**src/rtl/muldiv_unit.sv**
```systemverilog
// Iterative multiply/divide unit holding HI/LO for MFHI/MFLO.
// One shift-add or restoring-divide step per cycle on magnitudes; signs fixed up at the end.
module muldiv_unit #(
    parameter int unsigned WIDTH = 32
) (
    input  logic             CLK,
    input  logic             Reset,
    input  logic             Start,
    input  logic [1:0]       Op,
    input  logic [WIDTH-1:0] A,
    input  logic [WIDTH-1:0] B,
    input  logic             HiWre,
    input  logic             LoWre,
    input  logic [WIDTH-1:0] WriteData,
    output logic             Busy,
    output logic             Done,
    output logic [WIDTH-1:0] HI,
    output logic [WIDTH-1:0] LO
);
    localparam int unsigned CW = $clog2(WIDTH + 1);

    typedef enum logic [1:0] {IDLE, RUN, FIX} stateT;

    stateT              state, nextState;
    logic [CW-1:0]      count;
    logic [1:0]         opReg;
    logic [WIDTH-1:0]   bMag;
    logic [2*WIDTH-1:0] work, workNext, prodFix;
    logic               negLo, negHi, divZero;
    logic               aNeg, bNeg;
    logic [WIDTH-1:0]   aMagIn, bMagIn, hiFix, loFix;
    logic [WIDTH:0]     addSum, shifted, diff;

    // Operand magnitudes; the most-negative value maps to 2^(WIDTH-1), which fits unsigned.
    always_comb begin
        aNeg   = ~Op[0] & A[WIDTH-1];
        bNeg   = ~Op[0] & B[WIDTH-1];
        aMagIn = aNeg ? -A : A;
        bMagIn = bNeg ? -B : B;
    end

    always_comb begin
        nextState = state;
        case (state)
            IDLE:    if (Start) nextState = RUN;
            RUN:     if (count == CW'(WIDTH - 1)) nextState = FIX;
            FIX:     nextState = IDLE;
            default: nextState = IDLE;
        endcase
        Busy = (state != IDLE);
    end

    always_ff @(posedge CLK) begin
        if (!Reset) state <= IDLE;
        else        state <= nextState;
    end

    // work holds {partial, multiplier} for multiply and {remainder, dividend/quotient} for divide.
    always_comb begin
        addSum  = {1'b0, work[2*WIDTH-1:WIDTH]} + (work[0] ? {1'b0, bMag} : '0);
        shifted = {work[2*WIDTH-1:WIDTH], work[WIDTH-1]};
        diff    = shifted - {1'b0, bMag};
        if (opReg[1]) begin
            if (shifted >= {1'b0, bMag})
                workNext = {diff[WIDTH-1:0], work[WIDTH-2:0], 1'b1};
            else
                workNext = {shifted[WIDTH-1:0], work[WIDTH-2:0], 1'b0};
        end else begin
            workNext = {addSum, work[WIDTH-1:1]};
        end

        prodFix = negLo ? -work : work;
        if (opReg[1]) begin
            // With a zero divisor every step subtracts nothing, leaving |A| in the
            // remainder half; re-applying the dividend sign restores raw A.
            hiFix = negHi ? -work[2*WIDTH-1:WIDTH] : work[2*WIDTH-1:WIDTH];
            loFix = divZero ? '1 : (negLo ? -work[WIDTH-1:0] : work[WIDTH-1:0]);
        end else begin
            hiFix = prodFix[2*WIDTH-1:WIDTH];
            loFix = prodFix[WIDTH-1:0];
        end
    end

    always_ff @(posedge CLK) begin
        if (!Reset) begin
            count   <= '0;
            opReg   <= '0;
            bMag    <= '0;
            work    <= '0;
            negLo   <= 1'b0;
            negHi   <= 1'b0;
            divZero <= 1'b0;
            Done    <= 1'b0;
            HI      <= '0;
            LO      <= '0;
        end else begin
            Done <= 1'b0;
            case (state)
                IDLE: begin
                    if (HiWre) HI <= WriteData;
                    if (LoWre) LO <= WriteData;
                    if (Start) begin
                        opReg   <= Op;
                        work    <= {{WIDTH{1'b0}}, aMagIn};
                        bMag    <= bMagIn;
                        negLo   <= aNeg ^ bNeg;
                        negHi   <= aNeg;
                        divZero <= (B == '0);
                        count   <= '0;
                    end
                end
                RUN: begin
                    work  <= workNext;
                    count <= count + CW'(1);
                end
                FIX: begin
                    HI   <= hiFix;
                    LO   <= loFix;
                    Done <= 1'b1;
                end
                default: ;
            endcase
        end
    end
endmodule

```
**config.mk**
```make
export PLATFORM = sky130hd
export DESIGN_NAME = muldiv_unit
export DESIGN_NICKNAME = d
export VERILOG_FILES = /design/src/rtl/muldiv_unit.sv
export SDC_FILE = /design/constraint.sdc
export NUM_CORES = 1
export LEC_CHECK = 0
export CAP_MARGIN = 20
export CORE_ASPECT_RATIO = 0.8
export CORE_MARGIN = 2
export CORE_UTILIZATION = 46
export DETAILED_ROUTE_END_ITERATION = 8
export GPL_ROUTABILITY_DRIVEN = 1
export GPL_TIMING_DRIVEN = 1
export PLACE_DENSITY = 0.68
export SYNTH_ARGS = -nofsm -noshare
export SYNTH_HDL_FRONTEND = slang
export SYNTH_SLANG_ARGS = --single-unit
```
**constraint.sdc**
```tcl
create_clock -name CLK -period 5.7 [get_ports CLK]
set_clock_uncertainty 0.15 [all_clocks]
set_input_delay 1.71 -clock CLK [delete_from_list [all_inputs] [get_ports CLK]]
set_output_delay 1.71 -clock CLK [all_outputs]
set_load 0.005 [all_outputs]
```
[After elaboration in Yosys (flattened, before gate mapping)]
Cells that the tools add are included.
W data, S select, Z words.
Word-level totals
  register bits: 174
  output and inout bits: 66
  logic and storage cells: 64
Operators by class
  add/subtract/negate cells: 8
  magnitude comparators: 1
  equality and inequality tests: 7
  mux-type cells: 23
  bitwise operators: 4
  reductions and logical operators: 10
Operators with widths (number)
  $mux W32: 10
  $mux W64: 4
  $neg A32 Y32: 4
  $pmux W32 S2: 2
  $pmux W64 S2: 1
  $neg A64 Y64: 1
  $add A32 B32 Y33: 1
  $ge A33 B32 Y1: 1
  $logic_not A32 Y1: 1
  $sub A32 B32 Y32: 1
  $pmux W6 S2: 1
  $reduce_and A2 Y1: 5
  $ne A2 B2 Y1 const B: 4
  $add A6 B1 Y6 const B: 1
  $eq A6 B5 Y1 const B: 1
  $mux W6: 1
  $reduce_bool A2 Y1: 3
  $mux W2: 2
  $pmux W2 S2: 1
  $and A1 B1 Y1: 2
  $eq A2 B1 Y1 const B: 1
  $eq A2 B2 Y1 const B: 1
  $logic_not A2 Y1: 1
  $mux W1: 1
  2 further kinds: 2

[Depth between registers and ports, before layout]
Gate-level depths: netlist of run 1.
  depth in word-level cells: 5
  depth in mapped cells: 15
  depth with buffers taken out: 13

[Worst setup path before layout of run 1]
OpenSTA, ideal clock, no wires.
  path kind: input-to-reg
  from: input port B[8]
  to: register bMag[27]
  setup time: 0.086 ns
  arrival: 3.918 ns
  setup slack: 1.547 ns
  stages on the path: 9
  path buffers: 0
  path through: or4_1 or3_4 nor4_4 nand2_1 or2_2 nor4_2 a21oi_1 xnor2_1 a211oi_1
Between the ends
  word-level cells in the longest chain between the ends: 2
Ends and longest elaborated chain
  start, declared: line 11  | input logic [WIDTH-1:0] B,
  $neg A32 Y32: line 39  | bMagIn = bNeg ? -B : B;
  $mux W32: line 39
  end signal, assigned: line 105  | bMag <= bMagIn;
  end, declared: line 27  | logic [WIDTH-1:0] bMag;
No other way between the ends.
A chain may end at the register's enable or synchronous reset.

[Worst setup path after layout of run 1]
  from: input port B[8]
  to: register bMag[29]
The elaborated chain is that of the path after synthesis.

==> impl_metrics.ini, run 1 <==
[yosys]
ys_ff_latch = 173
synth_enable_flop_cells = 0
seq_area_frac_synth_pct = 25.1
syn_avg_cell_area_sq_um = 7.48
synth_cells = 1843
yosys_warnings = 0
synth_area_sq_mm = 0.0138
syn_nets = 2017
synth_flop_cell = dfxtp_1
synth-async-reset-ratio_pct = 0
synth.distinct_cells = 78

[layout]
final_nets = 2102
final_cells = 2318
layout_common_cells = nor2_1 (196), a21oi_1 (177), dfxtp_1 (172)
final_common_cell = nor2_1
n_antenna_cell = 0
layout-drive-gt1-share_pct = 4.59
stdcell_area_sq_mm = 0.0163
final_util_pct = 55.3
syn2layout_area_growth_pct = 17.9

[global_routing]
grt_pass1_vias = 13141
antenna_found_initial = 0
grt_use_total_pct = 30.2
grt_overflow = 0
grt_start_max_net_pins = 66
grt_pass1_wl_mm = 75.2

[placed_design]
post-dp-hpwl_mm = 36.3
port_buffers = 168
dp.cells = 2286
postPlaceCellArea_sq_mm = 0.0157
routabilityCongestion = 0.956

[clocking]
path_clk_slew_ns = 0.08
cts_buffer_depth = 2
insertion_delay_ns = 0.45
clkSinkCount = 173
hold_buffers = 0
h-tree-depth = 4
cts_tree = yes
cts-root-buf = clkbuf_16
cts_resized = 0
cts_buffers = 17
post-cts-setup-buffers = 0

[setup_path]
crit_type = primary input to flip-flop
worst-path-buf-inv = 1
crit_family = simple AND/OR/NAND/NOR gates
cp-start-kind = primary input
slowest_delay_ns = 0.58
cp_max_fo = 4
path_cells = clkdlybuf4s50_1, or4_1, or3_4, nor4_4, nand2_1, or2_2, nor4_2, a21oi_1, xnor2_1, a211oi_1
arrival_ns = 4.69
cp-end-kind = flip-flop
crit_required_ns = 5.90
cp_slowest_cell = or4_1

[pwr]
powerDensity_mw_per_mm2 = 225
p_leak_uw = 0.00612
worst_ir_drop_vdd_uv = 206

[routing]
ant_nets = 0
wl_mm = 48.0
drt_iter0_markers = 1496
wl_per_cell_um = 20.7
drc = 0
vias = 14589
via_per_inst = 6.29
drt_pass1_iterations = 6

[die]
start_util_pct = 46.9
die-area_sq_mm = 0.0314
dieWidth_um = 198
die_y_um = 159
pin_count = 169
coreArea_sq_mm = 0.0294
num_rows = 56

[timing]
final-hold-violation-count = 0
final.setup.tns_ns = 0
rsz0062_at_grt = no
drv_slew = 0
finalCritPeriodShare_pct = 78.7
relSlewSlack_pct = 28.2
setup-violations-final = 0
fmax_ghz = 0.223
worstMarginPinSlew_ns = 1.07
holdWs_ns = 0.301
post-route-min-period_ns = 4.49

[status]
status = complete, no violations

[hold_path]
hp-class = flip-flop to flip-flop

[run]
maxCapViolCount = 0
-- cell families (layout without fill, tap and decap cells) --
group / Yosys count / in the layout / share of synthesized area, %
mux: 46 / 46 / 3.36
compound gates: 628 / 628 / 30.3
simple gates: 577 / 577 / 19.6
xor+xnor: 153 / 153 / 9.72
flops: 173 / 173 / 25.1
buf+inv: 195 / 293 / 5.39
fa+ha+maj: 71 / 71 / 6.55
-- through the flow --
step | total power, uW | setup WS (ns)
5_1_grt | 3830 | 0.922
3_3_place_gp | 2430 | 0.837
6_report | 3660 | 1.21
2_1_floorplan | 2040 | 1.55
4_1_cts | 3650 | 1.18
3_5_place_dp | 2440 | 0.719
-- final cells by class --
cell class              count  area, sq um
clock buffers              17          425
fillers                  2826        13200
inverters                  71          268
repair buffers            190         1850
flip-flops and latches    173         3460
well taps                 377          472
clock inverters            15          170
multi-input cells        1475         9620
-- synth_stat cells, types with 9 or more instances --
library cell,number,share of area (%)
a211o_1,9,0.57
a211oi_1,89,4.8
a21o_1,28,1.5
a21oi_1,178,6.5
a22oi_1,14,0.76
a311oi_1,14,0.89
a31oi_1,21,0.95
and3_1,10,0.45
buf_2,9,0.33
clkbuf_1,108,2.9
dfxtp_1,173,25
ha_1,69,6.3
inv_1,70,1.9
mux2i_1,44,3.2
nand2_1,170,4.6
nand2b_1,17,0.77
nand3_1,36,1.3
nand4_1,16,0.73
nor2_1,198,5.4
nor2b_1,13,0.59
nor3_1,35,1.3
nor4_1,11,0.50
o211ai_1,11,0.60
o21a_1,9,0.49
o21ai_0,99,3.6
o21ai_1,9,0.33
o21bai_1,11,0.60
o221ai_1,38,2.4
o31ai_1,25,1.4
o41ai_1,14,0.89
or3_1,22,1.0
or4_1,13,0.71
xnor2_1,84,5.3
xor2_1,69,4.4
-- metal layers --
metal  wire length (um)  global-route usage, %
met5                  0                      0
met4                542                   5.57
met3               4310                   4.42
met2              19500                   42.1
met1              23700                   48.2
-- worst register-to-register path, delay by kind of cell (launching register included) --
kind            cells  cell delay (ns)
compound gates      8             2.44
buf+inv             1             0.63
fa+ha+maj           1             0.40
flops               1             0.31
xor+xnor            1             0.18
simple gates        1             0.14
-- worst paths after layout --
path	cells after the start	slack [ns]	end	startpoint
worst min-delay path	2	0.30	LO[27]$_SDFFE_PN0P_	LO[27]$_SDFFE_PN0P_
worst min register to register	2	0.30	LO[27]$_SDFFE_PN0P_	LO[27]$_SDFFE_PN0P_
worst max register to register	12	1.34	work[55]$_SDFFE_PN0P_	work[0]$_SDFFE_PN0P_
worst max-delay path	10	1.21	bMag[29]$_SDFFE_PN0P_	B[8]
-- power breakdown --
| group | internal (uW) | switching, uW | total (uW) | leakage, uW |
|---|---|---|---|---|
| clock | 627 | 595 | 1220 | 0.000291 |
| combinational | 438 | 607 | 1040 | 0.00440 |
| sequential | 1290 | 105 | 1400 | 0.00142 |
| total | 2360 | 1310 | 3660 | 0.00612 |
-- sequential cells by signal (all words and copies together), names as in the netlist --
register and count:
negLo 1, opReg 1, divZero 1, bMag 32, negHi 1, HI 32, Done 1, work 64
state 2, count 6, LO 32
Note: power is estimated with default switching activity, not from simulation.
==> run 2: changes to the inputs <==
- PLACE_DENSITY: 0.68 -> 0.71
- clock period: 5.7 -> 3.7 ns (I/O delays scaled with it)
==> run 2 against run 1 <==
Compared with the run above:
- clock power grew 53%
- sequential share of layout area shrank 1.7 points
- worst hold slack gained 0.0019 ns
- sequential cell count is the same
- total power grew 59%
- register-to-register slack lost 1.2 ns
- utilization grew 4.8 points
- critical path depth is the same
- non-clock buffer count grew 159
==> impl_metrics.ini, run 2 (synthesized netlist as in run 1, its figures left out) <==
[timing]
worstMarginPinSlew_ns = 0.918
final-hold-violation-count = 0
drv_slew = 0
relSlewSlack_pct = 38.6
final.setup.tns_ns = 0
post-route-min-period_ns = 3.62
finalCritPeriodShare_pct = 97.7
setup-violations-final = 0
fmax_ghz = 0.277

[die]
start_util_pct = 46.9
dieWidth_um = 198
pin_count = 169
num_rows = 56
die_y_um = 159
coreArea_sq_mm = 0.0294
die-area_sq_mm = 0.0314

[global_routing]
antenna_found_initial = 0
grt_pass1_vias = 14029
busiest_layer = met1
grt.met2_usage_pct = 45.0
use_met3_pct = 6.16
met1_usage_pct = 49.0
grt_overflow = 0
grt_start_max_net_pins = 66
grt_pass1_wl_mm = 79.5
grt_use_total_pct = 32.0

[routing]
wl_per_cell_um = 20.8
vias = 15435
drt_iter0_markers = 1792
via_per_inst = 6.23
drt_pass1_iterations = 5
drc = 0
wl_mm = 51.6
ant_nets = 0

[layout]
layout-drive-gt1-share_pct = 12.9
final_util_pct = 60.1
layout_common_cells = nor2_1 (196), buf_4 (176), a21oi_1 (174)
stdcell_area_sq_mm = 0.0177
final_nets = 2261
syn2layout_area_growth_pct = 28.2
nFillCells = 2695
final_common_cell = nor2_1
largest_reg_flops = 64
n_antenna_cell = 0
regMostFlops = work

[clocking]
insertion_delay_ns = 0.45
cts_buffers = 17
hold_buffers = 0
path_clk_slew_ns = 0.06
h-tree-depth = 4
cts_buffer_depth = 2
clkSinkCount = 173
cts_tree = yes
cts-root-buf = clkbuf_16

[setup_path]
crit_type = primary input to flip-flop
cp-start-kind = primary input
arrival_ns = 3.82
crit_required_ns = 3.91
cp-end-kind = flip-flop
cp_max_fo = 3

[placed_design]
postPlaceCellArea_sq_mm = 0.0169
post-dp-hpwl_mm = 39.6
routabilityCongestion = 1.01
port_buffers = 168

[pwr]
p_leak_uw = 0.00700
worst_ir_drop_vdd_uv = 343
powerDensity_mw_per_mm2 = 329

[hold_path]
hp-class = flip-flop to flip-flop

[run]
maxCapViolCount = 0

[status]
status = complete, no violations
[run 2: stage by stage]
| step | setup slack [ns] | total power (uW) | hold slack (ns) | std cells |
|---|---|---|---|---|
| floorplan | 0.147 | 3150 | 0.282 | 1843 |
| global placement | -0.433 | 3880 | 0.293 | 2443 |
| detailed placement | -0.450 | 3910 | 0.295 | 2443 |
| CTS | 0.00431 | 5750 | 0.305 | 2474 |
| global route | -0.0626 | 6060 | 0.320 | 2476 |
| finish | 0.0846 | 5820 | 0.303 | 2476 |
[run 2: path summary, 6_finish.rpt]
path                                              end  slack [ns]             startpoint  depth (start not counted)
worst max register to register  work[60]$_SDFFE_PN0P_        0.18   bMag[5]$_SDFFE_PN0P_                         14
worst max-delay path            bMag[27]$_SDFFE_PN0P_        0.08                   B[9]                         10
worst min-delay path            bMag[25]$_SDFFE_PN0P_        0.30  bMag[25]$_SDFFE_PN0P_                          2
worst min register to register  bMag[25]$_SDFFE_PN0P_        0.30  bMag[25]$_SDFFE_PN0P_                          2
[run 2: layout make-up]
class                           count  area, sq um  share of cell area, %
Multi-Input combinational cell   1475         9780                   55.3
Sequential cell                   173         3460                   19.6
Timing Repair Buffer              349         3110                   17.6
Tap cell                          377          472                   2.67
Clock buffer                       19          453                   2.56
Inverter                           71          268                   1.51
Clock inverter                     12          136                  0.771
[run 2: report_power, final]
group | internal [uW] | switching [uW]
combinational | 802 | 1030
clock | 1030 | 831
sequential | 1990 | 132
total | 3830 | 2000
[run 2: what timing repair did]
action / 4_1_cts / 5_1_grt
pin swaps: 1 / 12
gates resized for setup: 1 / 35
setup buffers: 0 / 2
setup endpoints to repair: 1 / 20
[run 2: layer usage]
| metal | share of wire [%] | up-vias |
|---|---|---|
| li1 | - | 7288 |
| met1 | 46 | 7227 |
| met2 | 41 | 847 |
| met3 | 11 | 73 |
| met4 | 1.9 | 0 |
| met5 | 0 | - |
[run 2: worst max-delay path, cell delays in order]
cell,delay (ns)
clkdlybuf4s50_1,0.43
or4_4,0.43
or3_4,0.43
nor4_4,0.18
nand2_1,0.13
or2_4,0.29
nor4_4,0.33
a21oi_1,0.13
xnor2_1,0.15
a211oi_1,0.21
